**config.mk**
```make
export PLATFORM = sky130hd
export DESIGN_NAME = rst_sync_multi_clk_gating
export DESIGN_NICKNAME = d
export VERILOG_FILES = /design/src/rtl/rst_sync_multi_clk_gating.sv
export SDC_FILE = /design/constraint.sdc
export NUM_CORES = 1
export LEC_CHECK = 0
export ABC_AREA = 1
export CORE_UTILIZATION = 46
export CTS_BUF_LIST = sky130_fd_sc_hd__clkbuf_4 sky130_fd_sc_hd__clkbuf_8
export DETAILED_ROUTE_END_ITERATION = 7
export PLACE_DENSITY_LB_ADDON = 0.15
export SLEW_MARGIN = 20
export SYNTH_ARGS = -nofsm -noshare
export SYNTH_HDL_FRONTEND = slang
export SYNTH_SLANG_ARGS = --single-unit
```
**constraint.sdc**
```tcl
create_clock -name raw_clk -period 2.99 [get_ports raw_clk]
set_input_delay 0.598 -clock raw_clk [delete_from_list [all_inputs] [get_ports raw_clk]]
set_output_delay 0.598 -clock raw_clk [all_outputs]
set_load 0.01 [all_outputs]
```
**src/rtl/rst_sync_multi_clk_gating.sv**
```systemverilog
// rst_sync_multi_clk_gating
//   One synchronised reset shared by CH_NUM independently gated clocks. Each
//   channel watches its synchronised activity input, waits a programmable
//   idle time, then asks downstream (gate_req) for permission to stop its
//   clock and only gates once gate_ack confirms the logic is quiesced.
//
// Ports
//   raw_clk      free-running source clock, the only clock of the block
//   rst          asynchronous active-high reset
//   active       per-channel activity request (asynchronous to raw_clk)
//   bypass       per-channel quasi-static bypass, 1 = clock always running
//   idle_thresh  idle cycles tolerated before a gate request (all channels)
//   gate_ack     per-channel quiesce acknowledge (synchronous to raw_clk)
//   gate_req     per-channel registered request to stop the clock
//   clk_en       per-channel registered enable into the gate cell
//   gen_clk      per-channel gated clock
//   sync_rst     synchronised reset, active-high
//
// Channel FSM
//   state | meaning
//   RUN   | clock running, activity present
//   IDLE  | activity gone, counting idle cycles up to thr_q
//   REQ   | gate_req raised, waiting for gate_ack
//   GATED | clock stopped, waiting for activity
//   WAKE  | clock restarted, waiting for a stale gate_ack to drop

// Glitch-free gate: the enable is captured while raw_clk is low, so it can
// only change the output at the start of the next high phase.
module BB_clk_gating (
   input  logic raw_clk,
   input  logic rst,
   input  logic active,
   input  logic bypass,
   output logic gen_clk
);
   logic en_q;

   always_ff @(negedge raw_clk or posedge rst) begin
      if (rst) en_q <= 1'b1;
      else     en_q <= active;
   end

   assign gen_clk = raw_clk & (en_q | bypass);
endmodule

module rst_sync_multi_clk_gating #(
   parameter int CH_NUM     = 4,
   parameter int STAGE_NUM  = 2,
   parameter int IDLE_CNT_W = 8
) (
   input  logic                  raw_clk,
   input  logic                  rst,
   input  logic [CH_NUM-1:0]     active,
   input  logic [CH_NUM-1:0]     bypass,
   input  logic [IDLE_CNT_W-1:0] idle_thresh,
   input  logic [CH_NUM-1:0]     gate_ack,
   output logic [CH_NUM-1:0]     gate_req,
   output logic [CH_NUM-1:0]     clk_en,
   output logic [CH_NUM-1:0]     gen_clk,
   output logic                  sync_rst
);
   typedef enum logic [2:0] {RUN, IDLE, REQ, GATED, WAKE} state_t;

   logic [STAGE_NUM-1:0]  rst_chain;
   logic [CH_NUM-1:0]     act_chain [STAGE_NUM];
   logic [CH_NUM-1:0]     sync_active;
   state_t                state     [CH_NUM];
   logic [IDLE_CNT_W-1:0] cnt       [CH_NUM];
   logic [IDLE_CNT_W-1:0] thr_q     [CH_NUM];

   // Reset synchroniser: asserts with rst, releases after STAGE_NUM edges.
   always_ff @(posedge raw_clk or posedge rst) begin
      if (rst) rst_chain <= '1;
      else     rst_chain <= {rst_chain[STAGE_NUM-2:0], 1'b0};
   end

   assign sync_rst = rst_chain[STAGE_NUM-1];

   // Activity synchroniser, held at "active" while the block is in reset.
   always_ff @(posedge raw_clk or posedge rst) begin
      if (rst) begin
         for (int k = 0; k < STAGE_NUM; k++) act_chain[k] <= '1;
      end else if (sync_rst) begin
         for (int k = 0; k < STAGE_NUM; k++) act_chain[k] <= '1;
      end else begin
         act_chain[0] <= active;
         for (int k = 1; k < STAGE_NUM; k++) act_chain[k] <= act_chain[k-1];
      end
   end

   assign sync_active = act_chain[STAGE_NUM-1];

   // Outputs are written alongside the state so they change on the same edge.
   always_ff @(posedge raw_clk or posedge rst) begin
      if (rst) begin
         gate_req <= '0;
         clk_en   <= '1;
         for (int i = 0; i < CH_NUM; i++) begin
            state[i] <= RUN;
            cnt[i]   <= '0;
            thr_q[i] <= '0;
         end
      end else if (sync_rst) begin
         gate_req <= '0;
         clk_en   <= '1;
         for (int i = 0; i < CH_NUM; i++) begin
            state[i] <= RUN;
            cnt[i]   <= '0;
         end
      end else begin
         for (int i = 0; i < CH_NUM; i++) begin
            if (bypass[i]) begin
               // Abandon any handshake in flight; no ack is awaited.
               state[i]    <= RUN;
               clk_en[i]   <= 1'b1;
               gate_req[i] <= 1'b0;
            end else begin
               case (state[i])
                  RUN: begin
                     if (!sync_active[i]) begin
                        state[i] <= IDLE;
                        cnt[i]   <= '0;
                        thr_q[i] <= idle_thresh;
                     end
                  end
                  IDLE: begin
                     if (sync_active[i]) begin
                        state[i] <= RUN;
                     end else if (cnt[i] == thr_q[i]) begin
                        state[i]    <= REQ;
                        gate_req[i] <= 1'b1;
                     end else begin
                        cnt[i] <= cnt[i] + 1'b1;
                     end
                  end
                  REQ: begin
                     // Activity takes priority over a coincident ack.
                     if (sync_active[i]) begin
                        state[i]    <= RUN;
                        gate_req[i] <= 1'b0;
                     end else if (gate_ack[i]) begin
                        state[i]  <= GATED;
                        clk_en[i] <= 1'b0;
                     end
                  end
                  GATED: begin
                     if (sync_active[i]) begin
                        state[i]    <= WAKE;
                        clk_en[i]   <= 1'b1;
                        gate_req[i] <= 1'b0;
                     end
                  end
                  WAKE: begin
                     // A lingering ack must clear before gating is possible again.
                     if (!gate_ack[i]) state[i] <= RUN;
                  end
                  default: begin
                     state[i]    <= RUN;
                     clk_en[i]   <= 1'b1;
                     gate_req[i] <= 1'b0;
                  end
               endcase
            end
         end
      end
   end

   for (genvar i = 0; i < CH_NUM; i++) begin : g_gate
      BB_clk_gating u_gate (
         .raw_clk (raw_clk),
         .rst     (rst),
         .active  (clk_en[i]),
         .bypass  (bypass[i]),
         .gen_clk (gen_clk[i])
      );
   end
endmodule

```
# Yosys cells after proc, flatten, opt, wreduce, memory -nomap -nowiden

Index checks and enable logic that the tools add are counted.
Widths: inputs -> output; s select.

Equality and inequality tests: 84
Bitwise operators: 17
Mux-type cells: 101
$mul: 0
Reduce and logical (&&, ||, !) cells: 40
$add $sub $neg: 4
Divide/modulo/power cells: 0
Magnitude comparators: 0
Shift-type cells: 0

Operators with widths:

| operator            | count |
|---|---|
| $mux 8              | 17 |
| $ne 4x4->1 const B  | 28 |
| $mux 3              | 32 |
| $pmux 8 s2          | 4 |
| $pmux 3 s5          | 4 |
| $reduce_and 4->1    | 12 |
| $ne 5x5->1 const B  | 8 |
| $reduce_and 5->1    | 8 |
| $ne 3x3->1 const B  | 12 |
| $add 8x1->8 const B | 4 |
| $eq 8x8->1          | 4 |
| $mux 1              | 32 |
| $mux 32             | 1 |
| $eq 3x2->1 const B  | 8 |
| $ne 3x1->1 const B  | 8 |
| $pmux 1 s3          | 8 |
| $ne 4x1->1 const B  | 4 |
| $reduce_or 2->1     | 8 |
| $eq 3x1->1 const B  | 4 |
| $eq 3x3->1 const B  | 4 |
| $logic_not 3->1     | 4 |
| $mux 12             | 1 |
| $reduce_bool 3->1   | 4 |
| $reduce_or 3->1     | 4 |
| other kinds (5)     | 23 |

Latch bits: 0
Memories: 0
Bits in read-only memories: 0
Output and inout port bits: 13
Input port bits: 22
Flip-flop bits (word level): 98
RAM bits: 0

# Logic depth before layout (Yosys ltp)

Gate-level depths: netlist of run 1.

Depth after elaboration: 6
Depth in mapped cells: 12

# Hierarchy

From an unflattened synthesis of run 1, not the netlist that was laid out.

Cell total of the unflattened synthesis: 760
Area, all modules: 5602.9 um^2

Modules (own cells, without submodules):

| module                    | times used | area each (um^2) | cells each | seq. area each (um^2) |
|---|---|---|---|---|
| rst_sync_multi_clk_gating | 1          | 5437.7           | 740        | 2369.8 |
| BB_clk_gating             | 4          | 41.3             | 5          | 26.3 |

==> results.cfg, run 1 <==
[global_routing]
grt_overflow = 0
grt_max_degree = 65
grt_pass1_vias = 4381
grt_pass1_wl_um = 20000
grt.total_usage_pct = 20.21
antenna_found_initial = 0

[placed_design]
portBuffers = 34
hpwl_um = 8399
dp.cells = 877
gp_congestion = 0.8889
post-place-ws_ps = -236.0

[clock_tree]
cts-root-buf = clkbuf_8
numCtsBuffers = 9
cts_tree = done
clock_latency_ps = 410
cts_max_level = 3
clock_path_buffers = 2
clkTransAtPathRegs_ps = 100
cts_hold_buf = 0
postCtsSetupRepairBufs = 0

[route]
drt-total-wl_um = 11650
vias_per_cell = 5.167
route.detailed.drc = 3
wl_per_cell_um = 12.94
first_pass_iters = 7
ant_nets = 0
drt_iter0_markers = 321
via_count = 4650

[worst_setup_path]
crit_slowest_cell = dfstp_2
critPathKind = register to output port
cp_slowest_stage_delay_ps = 510
startpoint_type = register
end_kind = output port
crit_arrival_ps = 2670
path_max_fanout = 1
rrSetupSlack_ps = 900
path_cells = nor2_2, nor2_1, buf_2
worstPathRequired_ps = 2390

[status]
violations = DRC, setup timing
status = finished with violations

[sta]
finalHoldViolCount = 0
skew_ps = 30.74
slew_viol_final = 0
whs_ps = 353.8
setup_viol = 8
rsz0062_at_grt = true
setup_ws_ps = -279.2
relSlewSlack_pct = 45.62
worst_slew_pin_slew_ps = 815.6

[synth]
synth-seq-cells = 98
syn-cell-area_um2 = 5463
yosysWarnings = 0
avgSynthCellArea_um2 = 7.619
synth.net_count = 743
synth.yosys.seq_area_share_pct = 45.30
synth_cell_types = 40
synthCells = 717

[finish]
layout_commonest_cell = nand2_1
final-instance-count-excl-fill = 900
layout_common_cells = nand2_1 (200), inv_1 (84), dfrtp_1 (80), nor2_1 (65), o21ai_0 (59)
antennaDiodeCount = 0
syn_to_final_growth_pct = 12.12
drive_gt1_share_pct = 10.30
final_nets = 778
fill_cells = 1131

[power_and_ir_drop]
ir_drop_uv = 417.5
power_density_nw_per_um2 = 527.6
p_leak_nw = 2.912

[die]
core_area_um2 = 11520
dieArea_um2 = 12320
die_h_um = 111.0
num_io_pins = 35
rows = 39
die_w_um = 111.0
start_util_pct = 47.44

[run]
drv_cap = 0

[min_path]
hold_class = register to register
## report_power, final
part / internal, mW / total (mW) / switching [mW]
Sequential: 1.47 / 1.57 / 0.109
Clock: 0.597 / 1.17 / 0.570
Combinational: 0.210 / 0.489 / 0.279
## stage by stage
stage | total power [mW] | utilization (%) | TNS [ps] | cell area (µm²)
after floorplan | 2.095 | - | -60.57 | 5466
after global placement | 2.252 | 51.08 | -914.2 | 5882
after detailed placement | 2.266 | 51.08 | -919.5 | 5882
after CTS | 3.284 | 53.16 | -1234 | 6122
after global routing | 3.445 | 53.18 | -1417 | 6125
final | 3.231 | 53.18 | -1071 | 6125
## critical path, delay by kind of cell, from the launching register on
family        cells  cell delay, ps
flops             1             510
buf+inv           1             140
simple gates      2             120
## per-layer routing
layer  wire length (µm)  share of wire (%)  track usage [%]
met2               5434                 47            32.49
met5                  0                  0                0
met3                571                4.9            5.413
met4                109               0.94            6.119
met1               5535                 48            26.66
## flip-flops by register name, indices dropped and copies added, names as in the netlist
| register | flops |
|---|---|
| cnt | 32 |
| gate_req | 4 |
| g_gate.u_gate.en_q | 4 |
| rst_chain | 2 |
| sync_active | 4 |
| thr_q | 32 |
| clk_en | 4 |
| act_chain | 4 |
| state | 12 |
## cell usage after synthesis (all sizes together)
cell,n,area (µm²)
nand4,17,106.4
and3,1,6.260
a31oi,4,25.02
a21oi,15,75.07
dfrtp,80,2002
nand2,206,788.3
o21ai,63,337.8
o21a,1,7.510
nor3b,3,22.52
inv,83,311.5
conb,1,3.750
a211oi,3,22.52
clkbuf,7,27.52
a22oi,1,7.510
o2111ai,1,8.760
nor2,69,271.5
nor4,5,37.53
nand3,58,305.3
dfstp,18,473.0
buf,15,113.9
or2,9,56.30
xnor2,24,210.2
ha,4,50.05
nor3,20,116.4
xor2,7,61.31
a21o,2,15.01
## layout make-up
type	instances	area [µm²]	share of cell area, %
well taps	143	178.9	2.921
flip-flops and latches	98	2475	40.41
multi-input cells	514	2537	41.43
repair buffers	35	337.8	5.516
inverters	82	311.5	5.087
clock inverters	14	126.4	2.063
clock buffers	14	157.7	2.574
## timing repair
action	4_1_cts	5_1_grt
pin swaps	1	1
resized for setup	16	1
hold endpoints to repair	0	0
setup endpoints to repair	8	8
## kinds of logic (layout without fill, tap and decap cells)
family          Yosys count  after routing  share of synthesized area [%]
other cells               1              1                        0.06865
flops                    98             98                          45.30
xor+xnor                 31             31                          4.970
fa+ha+maj                 4              4                         0.9162
compound gates           90             90                          9.139
buf+inv                 105            145                          8.291
simple gates            388            388                          31.31
## path summary, 6_finish.rpt
kind | cells after the start | from | endpoint
worst max-delay path | 3 | g_gate[2].u_gate.en_q$_DFF_NP1_ | gen_clk[2]
worst min-delay path | 0 | rst_chain[0]$_DFF_PP1_ | rst_chain[1]$_DFF_PP1_
worst max register to register | 0 | clk_en[1]$_DFFE_PP1P_ | g_gate[1].u_gate.en_q$_DFF_NP1_
worst min register to register | 0 | rst_chain[0]$_DFF_PP1_ | rst_chain[1]$_DFF_PP1_
max in group asynchronous | 2 | rst | g_gate[3].u_gate.en_q$_DFF_NP1_
min in group asynchronous | 2 | rst | cnt[28]$_DFFE_PP0P_
(Power assumes the default switching activity.)
==> run 2: changes to the inputs <==
PLACE_DENSITY = 0.76   (was unset)
PLACE_DENSITY_LB_ADDON = unset   (was 0.15)
==> run 2 against run 1 <==
  * The run still ends with DRC, setup timing left
  * Via count up 3.0%
  * Critical path depth stayed put
  * First-iteration DRC count grew 1.2%
  * Non-clock buffer count grew 1
  * Global-route usage rose by 0.35 points
  * Sequential cell count stayed put
  * Sequential share of layout area about the same
  * Worst setup slack worse by 64 ps
  * Register-to-register slack about the same
  * Core utilization is essentially flat
  * Clock-buffer cell count shrank 1
  * Largest cell class unchanged
  * Highest routed layer unchanged
==> results.cfg, run 2 (synthesis results as in run 1) <==
[status]
status = finished with violations
violations = DRC, setup timing

[route]
drt_iter0_markers = 325
ant_nets = 0
route.detailed.drc = 2
via_count = 4788
wl_per_cell_um = 13.13
vias_per_cell = 5.314
first_pass_iters = 8
drt-total-wl_um = 11830

[sta]
rsz0062_at_grt = true
tns_ps = -1160
worst_slew_pin_slew_ps = 544.4
slew_viol_final = 0
skew_ps = 43.63
setup_viol = 8
setup_ws_ps = -343.0
finalHoldViolCount = 0
relSlewSlack_pct = 63.66

[finish]
drive_gt1_share_pct = 10.42
top_regs = cnt x32, thr_q x32, state x12
multi_input_area_um2 = 2537
antennaDiodeCount = 0
fill_cells = 1049
finish.utilization_pct = 53.15
final_nets = 779
seqCellArea_um2 = 2475
syn_to_final_growth_pct = 12.05
layout_commonest_cell = nand2_1
layout_common_cells = nand2_1 (200), inv_1 (84), dfrtp_1 (80), nor2_1 (65), o21ai_0 (59)

[global_routing]
gr-usage-met2_pct = 34.68
grt_overflow = 0
grt_pass1_vias = 4693
antenna_found_initial = 0
grt.busiest_layer = met2
grt_util_met3_pct = 3.335
grt_max_degree = 30
grtUsageMet1_pct = 25.65
grt.total_usage_pct = 20.56
grt_pass1_wl_um = 20700

[power_and_ir_drop]
p_leak_nw = 2.901
power_density_nw_per_um2 = 522.0
ir_drop_uv = 255.7

[worst_setup_path]
crit_slowest_cell = dfstp_2
cp_slowest_stage_delay_ps = 510
path_max_fanout = 1
worstPathRequired_ps = 2390
path_cells = nor2_1, nor2_1, buf_2
end_kind = output port
crit_top_cell = nor2_1
startpoint_type = register
rr_worst_depth = 0
crit_buf_inv = 1
crit_family = flip-flops
crit_arrival_ps = 2740
crit_cells = 3
critPathKind = register to output port

[die]
start_util_pct = 47.44
num_io_pins = 35
rows = 39
core_area_um2 = 11520
die_h_um = 111.0
die_w_um = 111.0
dieArea_um2 = 12320

[placed_design]
hpwl_um = 8717
portBuffers = 34
gp_congestion = 0.9034
post-place-ws_ps = -234.4

[min_path]
hold_depth = 0
hold_class = register to register

[clock_tree]
cts_tree = done
clkTransAtPathRegs_ps = 90
clock_latency_ps = 400
clock_path_buffers = 2
cts-root-buf = clkbuf_8
numCtsBuffers = 9
cts_max_level = 3
cts_hold_buf = 0

[run]
drv_cap = 0
==> run 2: cell types whose count changed in the layout (fill, tap and decap cells not counted) <==
cell,previous run,this run
inv_6,1,2
buf_4,5,6
clkbuf_8,10,9
clkinv_2,2,1
clkinvlp_4,1,2
clkinv_4,0,1
bufinv_8,1,0
==> run 2: where the power goes <==
part	leakage [nW]	switching, mW	internal (mW)	total [mW]
clock	0.176	0.585	0.540	1.13
combinational	1.47	0.285	0.212	0.497
sequential	1.26	0.107	1.47	1.57
total	2.90	0.978	2.22	3.19
==> run 2: final cells by class <==
type / count / share of cell area (%)
inverters: 82 / 5.090
multi-input cells: 514 / 41.46
clock buffers: 13 / 2.351
flip-flops and latches: 98 / 40.43
well taps: 143 / 2.923
clock inverters: 15 / 2.105
repair buffers: 36 / 5.642
==> run 2: path summary, 6_finish.rpt <==
path / start / endpoint / slack (ps)
setup / recovery: g_gate[1].u_gate.en_q$_DFF_NP1_ / gen_clk[1] / -340
hold / removal: rst_chain[0]$_DFF_PP1_ / rst_chain[1]$_DFF_PP1_ / 360
setup reg to reg: clk_en[1]$_DFFE_PP1P_ / g_gate[1].u_gate.en_q$_DFF_NP1_ / 900
hold reg to reg: rst_chain[0]$_DFF_PP1_ / rst_chain[1]$_DFF_PP1_ / 360
max in group asynchronous: rst / g_gate[3].u_gate.en_q$_DFF_NP1_ / 720
min in group asynchronous: rst / cnt[29]$_DFFE_PP0P_ / 530
==> run 2: what timing repair did <==
action                                 CTS  global route
pin swaps                                2             3
setup endpoints to repair                8             8
gates resized for setup                 16             1
setup buffers                            0             0
gates cloned                             0             0
endpoints found under the hold margin    0             0
==> run 2: layer usage <==
metal | vias up | wire (µm) | part of all wire (%)
met1 | 2246 | 5261 | 44
met5 | - | 0 | 0
met2 | 130 | 5738 | 48
li1 | 2379 | - | -
met3 | 33 | 482 | 4.1
met4 | 0 | 350 | 3.0
==> run 2: stage by stage <==
step           power, mW  area [µm²]  instances  hold slack [ps]
2_1_floorplan      2.095        5466        717            345.2
3_3_place_gp       2.239        5889        878            346.2
3_5_place_dp       2.267        5889        878            347.2
4_1_cts            3.227        6118        901            360.7
5_1_grt            3.382        6121        901            365.5
6_report           3.195        6121        901            360.4
==> patch 1: new RTL, settings of run 1 <==
The parameter `IDLE_CNT_W` goes from 8 to 7.
--- a/src/rtl/rst_sync_multi_clk_gating.sv
+++ b/src/rtl/rst_sync_multi_clk_gating.sv
@@ -46,7 +46,7 @@
 module rst_sync_multi_clk_gating #(
    parameter int CH_NUM     = 4,
    parameter int STAGE_NUM  = 2,
-   parameter int IDLE_CNT_W = 8
+   parameter int IDLE_CNT_W = 7
 ) (
    input  logic                  raw_clk,
    input  logic                  rst,
Ports: changed (resized idle_thresh); port bits go from 35 to 34. The function was not compared with the original's and may differ.
==> patch 1 against run 1 <==
  * The flow finishes with violations (setup timing)
  * Via count decreased by 8.1%
  * Sequential cell count decreased by 8
  * Combinational power is 2% lower
  * Area after synthesis decreased by 7.6%
  * Non-clock buffer count rose by 1
  * Largest cell class unchanged
  * Design area decreased by 7.0%
  * Routed wire length is 5.2% lower
  * Power shrank 6.0%
  * Clock skew grew 0.0095 ns
  * Highest routed layer unchanged
  * Global-route usage increased by 0.51 points
  * Count of clock-buffer cells in the layout rose by 1
  * Setup slack got worse by 0.022 ns
==> patch 1: results (changes against run 1) <==
* Outcome: finished with violations (unchanged)
* Failing checks: setup timing (was DRC, setup timing)
* Critical path arrival at 2.69 ns (was 2.67 ns)
* Crit path capture: gen_clk[2] (unchanged)
* Mapped Cells at 649 (was 717)
* Fill cells at 1019 (was 1131)
* CTS clock-pin slew for the worst setup and hold paths at 0.08 ns (was 0.10 ns)
* Htree depth at 3 (unchanged)
* R2r setup slk at 0.91 ns
* Vias in the first global route at 4059 (was 4381)
* R2r startpoint: clk_en[2] (was clk_en[1])
* Clock skew at 0.04024 ns (was 0.03074 ns)
* Fin worst setup slack at -0.3015 ns (was -0.2792 ns)
* Placed Cells at 804 (was 877)
* Slowest stage delay, CP at around 0.52 ns
* Most instantiated cells after synthesis: 162 x nand2_1, 73 x inv_1, 72 x dfrtp_1, 55 x o21ai_0, 51 x nand3_1 (was 200 x nand2_1, 80 x dfrtp_1, 78 x inv_1, 66 x nor2_1, 59 x o21ai_0)
* RR Endpoint: g_gate[2].u_gate.en_q (was g_gate[1].u_gate.en_q)
* Reg2Reg Depth at 0 (unchanged)
* DP Wirelength at 8.236 mm (was 8.399 mm)
* Largest net degree at the start of global routing at 30 (was 65)
* Count of cell types in the netlist at 40 (unchanged)
* Tot GR Track Use at 0.2072 (was 0.2021)
* Port bufs at 33 (was 34)
* Worst VDD drop at 0.2858 mV (was 0.4175 mV)
* Nets at 711 (was 778)
* Min-delay worst type: register to register (unchanged)
* Drt via density at 5.169 (was 5.167)
* Sw Share at 0.3086 (was 0.2964)
* Gpl congestion at 0.9179 (was 0.8889)
* Number of synthesized flops with an enable pin at 0 (unchanged)
* First-pass DRT Iterations at 6 (was 7)
* # setup viols final at 8 (unchanged)
* Total Wirelength at 11.05 mm (was 11.65 mm)
* DRT iter0 DRCs at 316 (was 321)
* Yosys warnings at 0 (unchanged)
* Comb pwr at 0.000480 W (was 0.000489 W)
* Static Leak at 2.679 nW (was 2.912 nW)
* CP max FO at 1 (unchanged)
* Power in the clock group at 0.00110 W (was 0.00117 W)
* Combinational share of power at 0.158 (was 0.151)
* Post-Syn Nets at 674 (was 743)
* Sequential share of the synthesized area at 0.4508 (was 0.4530)
* Hold EP: rst_chain[1] (unchanged)
* Max-cap violation count at 0 (unchanged)
* Synth area leaders: dfrtp_1 36%, nand2_1 12%, dfstp_2 9.4% (was dfrtp_1 37%, nand2_1 14%, dfstp_2 8.7%)
* Initial antenna violation count at 0 (unchanged)
* Largest registers: cnt: 28 flops, thr_q: 28 flops, state: 12 flops (was cnt: 32 flops, thr_q: 32 flops, state: 12 flops)
* Ratio of cells with drive above 1 in the final layout at 0.1331 (was 0.1030)
* Via count at 4275 (was 4650)
* First-pass GRT wire length at 18.55 mm (was 20.00 mm)
[patch 1: changes by cell type after synthesis, moves of 6 or more]
cell / delta
xnor2_1: -12
a21oi_1: -6
nor2_1: -17
dfrtp_1: -8
nand2_1: -38
o21ai_1: +6
xor2_1: +11
[patch 1: repair_timing]
action	4_1_cts	5_1_grt
pin swaps	3	3
setup buffers	0	0
setup endpoints to repair	8	8
hold buffers	0	0
resized for setup	16	5
[patch 1: metal layers]
layer  share of wire  wire (µm)  track usage
met1            0.48       5263       0.2723
met2            0.47       5162       0.3295
met3           0.043        474      0.05046
met4           0.013        144      0.08023
met5               0          0            0
[patch 1: cell families after synthesis]
| group | Yosys count | synth area share |
|---|---|---|
| XOR/XNOR | 30 | 0.05207 |
| flip-flops | 90 | 0.4508 |
| AND/OR/NAND/NOR | 331 | 0.2918 |
| adder cells (fa/ha/maj) | 4 | 0.009919 |
| buffers and inverters | 101 | 0.08901 |
| other | 1 | 0.0007431 |
| AO/OA/AOI/OAI | 92 | 0.1056 |
[patch 1: final cells by class]
| class | instances | share of cell area |
|---|---|---|
| well taps | 136 | 0.02987 |
| clock buffers | 15 | 0.02789 |
| inverters | 79 | 0.05359 |
| clock inverters | 13 | 0.01933 |
| flip-flops and latches | 90 | 0.3993 |
| multi-input cells | 458 | 0.4098 |
| repair buffers | 36 | 0.06018 |
[patch 1: per-stage QoR]
stage,cell area [µm²],util,setup slack [ns],setup TNS (ns),hold slack [ns]
6_report,5697,0.5445,-0.3015,-1.095,0.3605
5_1_grt,5697,0.5445,-0.3855,-1.418,0.3660
4_1_cts,5684,0.5433,-0.3866,-1.290,0.3645
3_5_place_dp,5459,0.5218,-0.2392,-0.9242,0.3517
3_3_place_gp,5459,0.5218,-0.2321,-0.9173,0.3512
2_1_floorplan,5050,-,0.06384,0,0.3452
==> patch 2: new RTL, flow settings as in run 1 <==
Made on the original files. Make the reset (`rst`) synchronous in 4 clocked blocks. Comments in the files are not updated.
--- a/src/rtl/rst_sync_multi_clk_gating.sv
+++ b/src/rtl/rst_sync_multi_clk_gating.sv
@@ -35,7 +35,7 @@
 );
    logic en_q;
 
-   always_ff @(negedge raw_clk or posedge rst) begin
+   always_ff @(negedge raw_clk) begin
       if (rst) en_q <= 1'b1;
       else     en_q <= active;
    end
@@ -69,7 +69,7 @@
    logic [IDLE_CNT_W-1:0] thr_q     [CH_NUM];
 
    // Reset synchroniser: asserts with rst, releases after STAGE_NUM edges.
-   always_ff @(posedge raw_clk or posedge rst) begin
+   always_ff @(posedge raw_clk) begin
       if (rst) rst_chain <= '1;
       else     rst_chain <= {rst_chain[STAGE_NUM-2:0], 1'b0};
    end
@@ -77,7 +77,7 @@
    assign sync_rst = rst_chain[STAGE_NUM-1];
 
    // Activity synchroniser, held at "active" while the block is in reset.
-   always_ff @(posedge raw_clk or posedge rst) begin
+   always_ff @(posedge raw_clk) begin
       if (rst) begin
          for (int k = 0; k < STAGE_NUM; k++) act_chain[k] <= '1;
       end else if (sync_rst) begin
@@ -91,7 +91,7 @@
    assign sync_active = act_chain[STAGE_NUM-1];
 
    // Outputs are written alongside the state so they change on the same edge.
-   always_ff @(posedge raw_clk or posedge rst) begin
+   always_ff @(posedge raw_clk) begin
       if (rst) begin
          gate_req <= '0;
          clk_en   <= '1;
Function: not checked (the comparison handles one clock edge and no latches or derived clocks); the edit may change what the design does.
==> patch 2 against run 1 <==
  * The run ends with setup timing left
  * Die area shrank 5.8%
  * Routed wire length fell by 8.9%
  * Sequential cell count unchanged
  * Global-route usage is 0.24 points lower
  * Clock skew is 0.0056 ns higher
  * Critical path type unchanged
  * Design area decreased by 3.9%
  * Area after synthesis is 5.9% lower
  * Synthesized cell count decreased by 18%
  * Via count down 15%
  * Setup slack better by 0.17 ns
Power is not compared: it rests on default switching activity, and its combinational part moved more than twofold at a synthesized area within 25%.
==> patch 2: results (changes against run 1) <==
* Worst slew margin at 0.2679 (was 0.4562)
* Met1 usage at 0.2473 (was 0.2666)
* Via count at 3963 (was 4650)
* WL met2 at 5.079 mm (was 5.434 mm)
* Worst Hold Path Cells at 1 (was 0)
* Total Wirelength at 10.61 mm (was 11.65 mm)
* Number of synthesized flops with an enable pin at 73 (was 0)
* Most used flip-flop cell after synthesis: edfxtp_1 (was dfrtp_1)
* Critical path arrival at 2.50 ns (was 2.67 ns)
* DRT iter0 DRCs at 185 (was 321)
* First-pass GRT wire length at 17.66 mm (was 20.00 mm)
* Fin worst setup slack at -0.1090 ns (was -0.2792 ns)
* Xor and xnor area share after synthesis at 0.06646 (was 0.04970)
* Clock Latency Late Sink at 0.39 ns (was 0.41 ns)
* GR Layer Usage met3 at 0.03632 (was 0.05413)
* Failing checks: setup timing (was DRC, setup timing)
* Outcome: finished with violations (unchanged)
* Drt via density at 5.048 (was 5.167)
* Vias in the first global route at 3892 (was 4381)
* Most instantiated cells after synthesis: 107 x nand2_1, 106 x nor2_1, 73 x edfxtp_1, 69 x inv_1, 30 x xnor2_1 (was 200 x nand2_1, 80 x dfrtp_1, 78 x inv_1, 66 x nor2_1, 59 x o21ai_0)
* Slowest cell on the critical path: dfxtp_1 (was dfstp_2)
* M1 WL at 4.795 mm (was 5.535 mm)
* Placed instance area at 5657 µm² (was 5882 µm²)
* Slowest stage delay, CP at 0.30 ns (was 0.51 ns)
* Met2 usage at 0.3365 (was 0.3249)
* Count of cell types in the netlist at 43 (was 40)
* Reg2Reg Depth at 1 (was 0)
* DP Wirelength at 8.063 mm (was 8.399 mm)
* # setup viols final at 8 (unchanged)
* Adder-Cell Fraction of Synth Area at 0.009737 (was 0.009162)
* Worst Hold Launch: rst_chain[0] (unchanged)
* R2r startpoint: clk_en[1] (unchanged)
* Tot GR Track Use at 0.1997 (was 0.2021)
* Clock skew at 0.03636 ns (was 0.03074 ns)
* Total power at 0.002898 W
* Ratio of cells with drive above 1 in the final layout at 0.1116 (was 0.1030)
* Sequential share of the synthesized area at 0.5239 (was 0.4530)
* Synth area leaders: edfxtp_1 43%, dfxtp_1 9.7%, nand2_1 7.8% (was dfrtp_1 37%, nand2_1 14%, dfstp_2 8.7%)
## patch 2: path summary, 6_finish.rpt
path,to,slack (ns)
worst max-delay path,gen_clk[2],-0.11
worst min-delay path,rst_chain[1],0.44
worst max register to register,g_gate[1].u_gate.en_q,0.78
worst min register to register,rst_chain[1],0.44
## patch 2: what timing repair did
action                     CTS  global route
gates resized for setup     19             1
buffers inserted             0             0
pin swaps                    2             2
setup endpoints to repair    8             8
## patch 2: worst max-delay path, delay by kind of cell, from the launching register on
family	cells	cell delay [ns]
buffers and inverters	1	0.15
flip-flops	1	0.30
AND/OR/NAND/NOR	2	0.16
## patch 2: layout make-up
type                            instances  area (µm²)
Fill cell                            1032        4956
Inverter                               79       301.5
Timing Repair Buffer                   37       352.8
Tap cell                              140       175.2
Sequential cell                        98        2695
Clock buffer                           14       151.4
Multi-Input combinational cell        403        2096
Clock inverter                         14       112.6
